### src/rtl/bp_fe_queue_rolly_fifo_pkg.sv
// rtl/bp_fe_queue_rolly_fifo_pkg.sv - shared types and helpers for the rolly fe_queue FIFO
package bp_fe_queue_rolly_fifo_pkg;

  // Pointers carry one extra wrap bit so full and empty are distinguishable.
  function automatic int ptr_width(input int els);
    return $clog2(els) + 1;
  endfunction

  typedef struct packed {
    logic enq;
    logic yumi;
    logic deq;
    logic roll;
    logic clr;
  } fe_queue_ops_s;

endpackage

### src/rtl/bp_fe_queue_rolly_fifo_ptr.sv
// rtl/bp_fe_queue_rolly_fifo_ptr.sv - wrap-bit pointer counter with load and increment
module bp_fe_queue_rolly_fifo_ptr
  import bp_fe_queue_rolly_fifo_pkg::*;
#(
  parameter int ptr_width_p = ptr_width(8)
) (
  input  logic                   clk_i,
  input  logic                   reset_i,
  input  logic                   inc_i,
  input  logic                   set_i,
  input  logic [ptr_width_p-1:0] val_i,
  output logic [ptr_width_p-1:0] ptr_o
);

  always_ff @(posedge clk_i or posedge reset_i) begin
    if (reset_i) begin
      ptr_o <= '0;
    end else if (set_i) begin
      ptr_o <= val_i;
    end else if (inc_i) begin
      ptr_o <= ptr_o + ptr_width_p'(1);
    end
  end

endmodule

### src/rtl/bp_fe_queue_rolly_fifo.sv
// rtl/bp_fe_queue_rolly_fifo.sv - FE-to-BE replayable FIFO (optional FE_QUEUE_BYPASS_EN)
module bp_fe_queue_rolly_fifo
  import bp_fe_queue_rolly_fifo_pkg::*;
#(
  parameter int width_p = 64,
  parameter int els_p   = 8
) (
  input  logic               clk_i,
  input  logic               reset_i,
  input  logic [width_p-1:0] fe_queue_i,
  input  logic               fe_queue_v_i,
  output logic               fe_queue_ready_o,
  output logic [width_p-1:0] fe_queue_o,
  output logic               fe_queue_v_o,
  input  logic               fe_queue_yumi_i,
  input  logic               fe_queue_deq_i,
  input  logic               fe_queue_roll_i,
  input  logic               fe_queue_clr_i
);

  localparam int ptr_w_lp = ptr_width(els_p);
  localparam int idx_w_lp = ptr_w_lp - 1;

  logic [ptr_w_lp-1:0] wptr, rptr, cptr, cptr_n, rptr_load;
  logic                full, empty, bypass_v;
  fe_queue_ops_s       ops;

  logic [width_p-1:0] mem [els_p];

  assign full  = (wptr - cptr) == ptr_w_lp'(els_p);
  assign empty = (rptr == wptr);

`ifdef FE_QUEUE_BYPASS_EN
  // Bypass only when nothing older is pending and the write can actually land.
  assign bypass_v = empty & ~full & ~fe_queue_clr_i & ~fe_queue_roll_i & fe_queue_v_i;
`else
  assign bypass_v = 1'b0;
`endif

  assign ops.clr  = fe_queue_clr_i;
  assign ops.roll = fe_queue_roll_i & ~fe_queue_clr_i;
  assign ops.enq  = fe_queue_v_i & ~full & ~fe_queue_clr_i;
  assign ops.deq  = fe_queue_deq_i & ~fe_queue_clr_i;
  assign ops.yumi = fe_queue_yumi_i & ~fe_queue_clr_i & ~fe_queue_roll_i;

  // Roll rewinds to the commit point after this cycle's deq has been applied.
  assign cptr_n    = cptr + ptr_w_lp'(ops.deq);
  assign rptr_load = ops.clr ? wptr : cptr_n;

  bp_fe_queue_rolly_fifo_ptr #(.ptr_width_p(ptr_w_lp)) wptr_cnt (
    .clk_i   (clk_i),
    .reset_i (reset_i),
    .inc_i   (ops.enq),
    .set_i   (1'b0),
    .val_i   ('0),
    .ptr_o   (wptr)
  );

  bp_fe_queue_rolly_fifo_ptr #(.ptr_width_p(ptr_w_lp)) rptr_cnt (
    .clk_i   (clk_i),
    .reset_i (reset_i),
    .inc_i   (ops.yumi),
    .set_i   (ops.clr | ops.roll),
    .val_i   (rptr_load),
    .ptr_o   (rptr)
  );

  bp_fe_queue_rolly_fifo_ptr #(.ptr_width_p(ptr_w_lp)) cptr_cnt (
    .clk_i   (clk_i),
    .reset_i (reset_i),
    .inc_i   (ops.deq),
    .set_i   (ops.clr),
    .val_i   (wptr),
    .ptr_o   (cptr)
  );

  always_ff @(posedge clk_i) begin
    if (ops.enq) begin
      mem[wptr[idx_w_lp-1:0]] <= fe_queue_i;
    end
  end

  assign fe_queue_ready_o = ~full;
  assign fe_queue_v_o     = ~empty | bypass_v;
  assign fe_queue_o       = bypass_v ? fe_queue_i : mem[rptr[idx_w_lp-1:0]];

`ifndef SYNTHESIS
  always_ff @(posedge clk_i) begin
    if (!reset_i) begin
      assert (!(fe_queue_yumi_i && !fe_queue_v_o))
        else $error("fe_queue: yumi while no valid output");
      assert (!(ops.deq && (cptr == rptr)))
        else $error("fe_queue: deq with nothing read-but-uncommitted");
      assert (!(ops.enq && full))
        else $error("fe_queue: enqueue into full queue");
    end
  end
`endif

endmodule
### config.mk
export PLATFORM = sky130hd
export DESIGN_NAME = bp_fe_queue_rolly_fifo
export DESIGN_NICKNAME = d
export VERILOG_FILES = /design/src/rtl/bp_fe_queue_rolly_fifo_pkg.sv /design/src/rtl/bp_fe_queue_rolly_fifo_ptr.sv /design/src/rtl/bp_fe_queue_rolly_fifo.sv
export SDC_FILE = /design/constraint.sdc
export NUM_CORES = 1
export LEC_CHECK = 0
export ABC_AREA = 1
export BUFFER_PORTS_ARGS = -buffer_cell sky130_fd_sc_hd__buf_4
export CORE_AREA = 2 2 190 192
export DETAILED_ROUTE_END_ITERATION = 10
export DIE_AREA = 0 0 192 194
export PLACE_DENSITY = 0.79
export SLEW_MARGIN = 0
export SYNTH_ARGS = -nofsm -noshare
export SYNTH_HDL_FRONTEND = slang
export SYNTH_SLANG_ARGS = --single-unit
### constraint.sdc
create_clock -name clk_i -period 5.8 [get_ports clk_i]
set_input_delay 1.16 -clock clk_i [delete_from_list [all_inputs] [get_ports clk_i]]
set_output_delay 1.16 -clock clk_i [all_outputs]
set_load 0.01 [all_outputs]
==> impl_metrics.py <==
metrics = {
    "global_route": {
        "grtUsageTotal_pct": 23.33,
        "grt_overflow": 0,
        "grt_pass1_vias": 12485,
        "grt_pass1_wl_um": 67300,
        "antenna_found_initial": 1,
        "grt_max_degree": 131,
    },
    "setup_path": {
        "cp_cell_sequence": "inv_6 > buf_4 > nor2_1 > o22ai_1 > nand2_1 > nand2_1 > buf_4",
        "r2r.worst_path.cells": 9,
        "max_stage_delay_ns": 0.78,
        "crit_required_ns": 4.64,
        "crit_buf_inv": 3,
        "crit_fanout": 115,
        "cp.depth": 7,
        "arrival_ns": 3.26,
        "crit_family": "buffers and inverters",
        "cp-end-kind": "output port",
        "worst-setup-path-type": "register to output port",
        "cpMaxStageDelayCell": "inv_6",
        "start_kind": "register",
    },
    "floorplanning": {
        "start_util_pct": 59.45,
        "design.die.area_sq_um": 37250,
        "die_w_um": 192,
        "fp.dieH_um": 194,
        "fp.coreArea_sq_um": 35220,
        "ioPinCount": 137,
        "rows": 69,
    },
    "sta": {
        "drv_slew": 0,
        "setup_violations": 0,
        "fin_worst_skew_ns": 0.01917,
        "max_freq_mhz": 226.0,
        "setup-tns-final_ns": 0,
        "finalCriticalPeriod_ns": 4.425,
        "worst_slew_pin_slew_ns": 1.107,
        "whs_ns": 0.5790,
        "period_share_pct": 76.29,
        "rsz0062_at_grt": "no",
        "finalWorstSetupSlack_ns": 1.375,
        "max_slew_margin_pct": 26.04,
        "hold_viol": 0,
    },
    "synth": {
        "synthTopCellsByArea": "edfxtp_1 (73%), nor2_1 (4.9%), nand2_1 (4.2%)",
        "synth_top_area_share_pct": 73.42,
        "yosys_warnings": 0,
        "synth_seq_cells": 524,
        "yosys.area.top_type": "edfxtp_1",
        "ys_seq_area_share_pct": 74.85,
        "ys_types": 29,
        "synthCells": 1582,
        "syn_area_sq_um": 20940,
        "syn_area_per_cell_sq_um": 13.24,
        "synthesis.nets": 1661,
    },
    "finish": {
        "area_growth_pct": 13.89,
        "nFillCells": 2397,
        "drive_gt1_share_pct": 13.69,
        "stdcell_count": 2194,
        "final_nets": 1770,
    },
    "clocking": {
        "tritoncts": "yes",
        "post_cts_buffers": 0,
        "insertion_delay_ns": 0.56,
        "cts_max_level": 2,
        "cts.sinks": 524,
        "cts.path.max_buffers": 3,
        "clkTransAtPathRegs_ns": 0.06,
        "ctsHoldBuffers": 0,
        "cts_inserted_buffers": 50,
        "cts_resized": 0,
        "root_buffer": "clkbuf_16",
    },
    "power_and_ir_drop": {
        "irDropWorstVdd_uv": 586.2,
        "power_leakage_uw": 0.008423,
        "p_per_area_nw_per_um2": 473.8,
    },
    "routing": {
        "ant_nets": 0,
        "drtIter0Drc": 1323,
        "routedWlPerCell_um": 19.84,
        "vias_per_cell": 5.813,
        "wirelength_um": 43540,
        "drc_errors": 0,
        "vias": 12754,
        "firstDrtPassIters": 5,
    },
    "run": {
        "maxCapViolations": 0,
    },
    "placement": {
        "portBuffers": 136,
        "dp_slack_ns": 1.989,
        "hpwl_um": 22920,
        "routabilityCongestion": 0.8337,
        "post-place-cells": 2100,
    },
    "worst_hold_path": {
        "min_path_cells": 2,
        "min_path_type": "register to register",
    },
    "status": {
        "status": "completed",
    },
}
Yosys cell counts:
master	n
clkbuf_2	1
buf_2	16
nand2_1	232
xor2_1	5
inv_1	21
xnor2_1	5
nand4_1	2
o21bai_1	1
buf_8	7
inv_2	1
buf_12	1
o211ai_1	2
buf_4	8
nand2_2	1
buf_6	11
dfrtp_1	12
buf_1	10
a21oi_1	3
o221ai_1	2
o22ai_1	64
a41oi_1	2
nor2_1	273
edfxtp_1	512
nand3_1	16
mux2i_1	64
o21ai_1	95
ha_1	8
o21ai_0	163
clkbuf_1	44
cell type report:
class,count,area (sq um),share of cell area (%)
Clock inverter,30,292.8,1.228
Antenna cell,2,5.005,0.02099
Sequential cell,524,15680,65.76
Tap cell,461,576.8,2.419
Timing Repair Buffer,155,1239,5.194
Multi-Input combinational cell,938,4647,19.48
Inverter,22,87.58,0.3672
Clock buffer,62,1318,5.524
cell usage in the layout, fill, tap and decap left out, drive strengths merged:
cell type	instances
clkinv	21
nor2	273
clkinvlp	2
inv	23
o221ai	2
buf	155
dfrtp	12
edfxtp	512
nand2	233
a41oi	2
ha	8
diode	2
o21ai	258
mux2i	64
o21bai	1
o22ai	64
xor2	5
a21oi	3
nand4	2
o211ai	2
clkbuf	62
xnor2	5
nand3	16
bufinv	6
cells by family after synthesis:
family / share of synthesized area, %
AO/OA/AOI/OAI: 8.424
XOR/XNOR: 0.4182
adder cells (fa/ha/maj): 0.4780
buffers and inverters: 3.244
flip-flops: 74.85
multiplexers: 3.059
AND/OR/NAND/NOR: 9.524
registers in the layout, summed over array words and instances, names as in the netlist:
name,flops
rptr_cnt.ptr_o,4
mem,512
wptr_cnt.ptr_o,4
cptr_cnt.ptr_o,4
layer usage:
metal	global-route usage, %	wire length [um]
met2	39.35	21750
met4	6.672	948
met5	0	0
met1	31.69	17410
met3	3.692	3428
through the flow:
stage | power (uW) | utilization [%] | area (sq um)
final | 11300 | 67.71 | 23850
after global routing | 11890 | 67.70 | 23850
after CTS | 11370 | 67.69 | 23840
after detailed placement | 8195 | 63.12 | 22230
after global placement | 8090 | 63.12 | 22230
after floorplan | 6976 | - | 20940
tightest hold or removal path, stage by stage, from the launching register on:
cell and delay, ns:
dfrtp_1 0.42, nand2_1 0.08, nand2_1 0.05
power by group:
group | switching, uW | internal (uW) | leakage, uW
logic | 2140 | 1270 | 0.00287
registers | 211 | 4490 | 0.00477
clock network | 1310 | 1870 | 0.000783
total | 3670 | 7630 | 0.00842
path summary, 6_finish.rpt:
| kind | from | to | slack (ns) |
|---|---|---|---|
| min reg2reg | wptr_cnt.ptr_o[3] | wptr_cnt.ptr_o[3] | 0.58 |
| max in group asynchronous | reset_i | rptr_cnt.ptr_o[1] | 4.77 |
| max reg2reg | wptr_cnt.ptr_o[2] | mem[4][0] | 2.31 |
| min | wptr_cnt.ptr_o[3] | wptr_cnt.ptr_o[3] | 0.58 |
| min in group asynchronous | reset_i | cptr_cnt.ptr_o[1] | 0.63 |
| max | rptr_cnt.ptr_o[0] | fe_queue_o[21] | 1.38 |
Note: power is estimated with default switching activity, not from simulation.
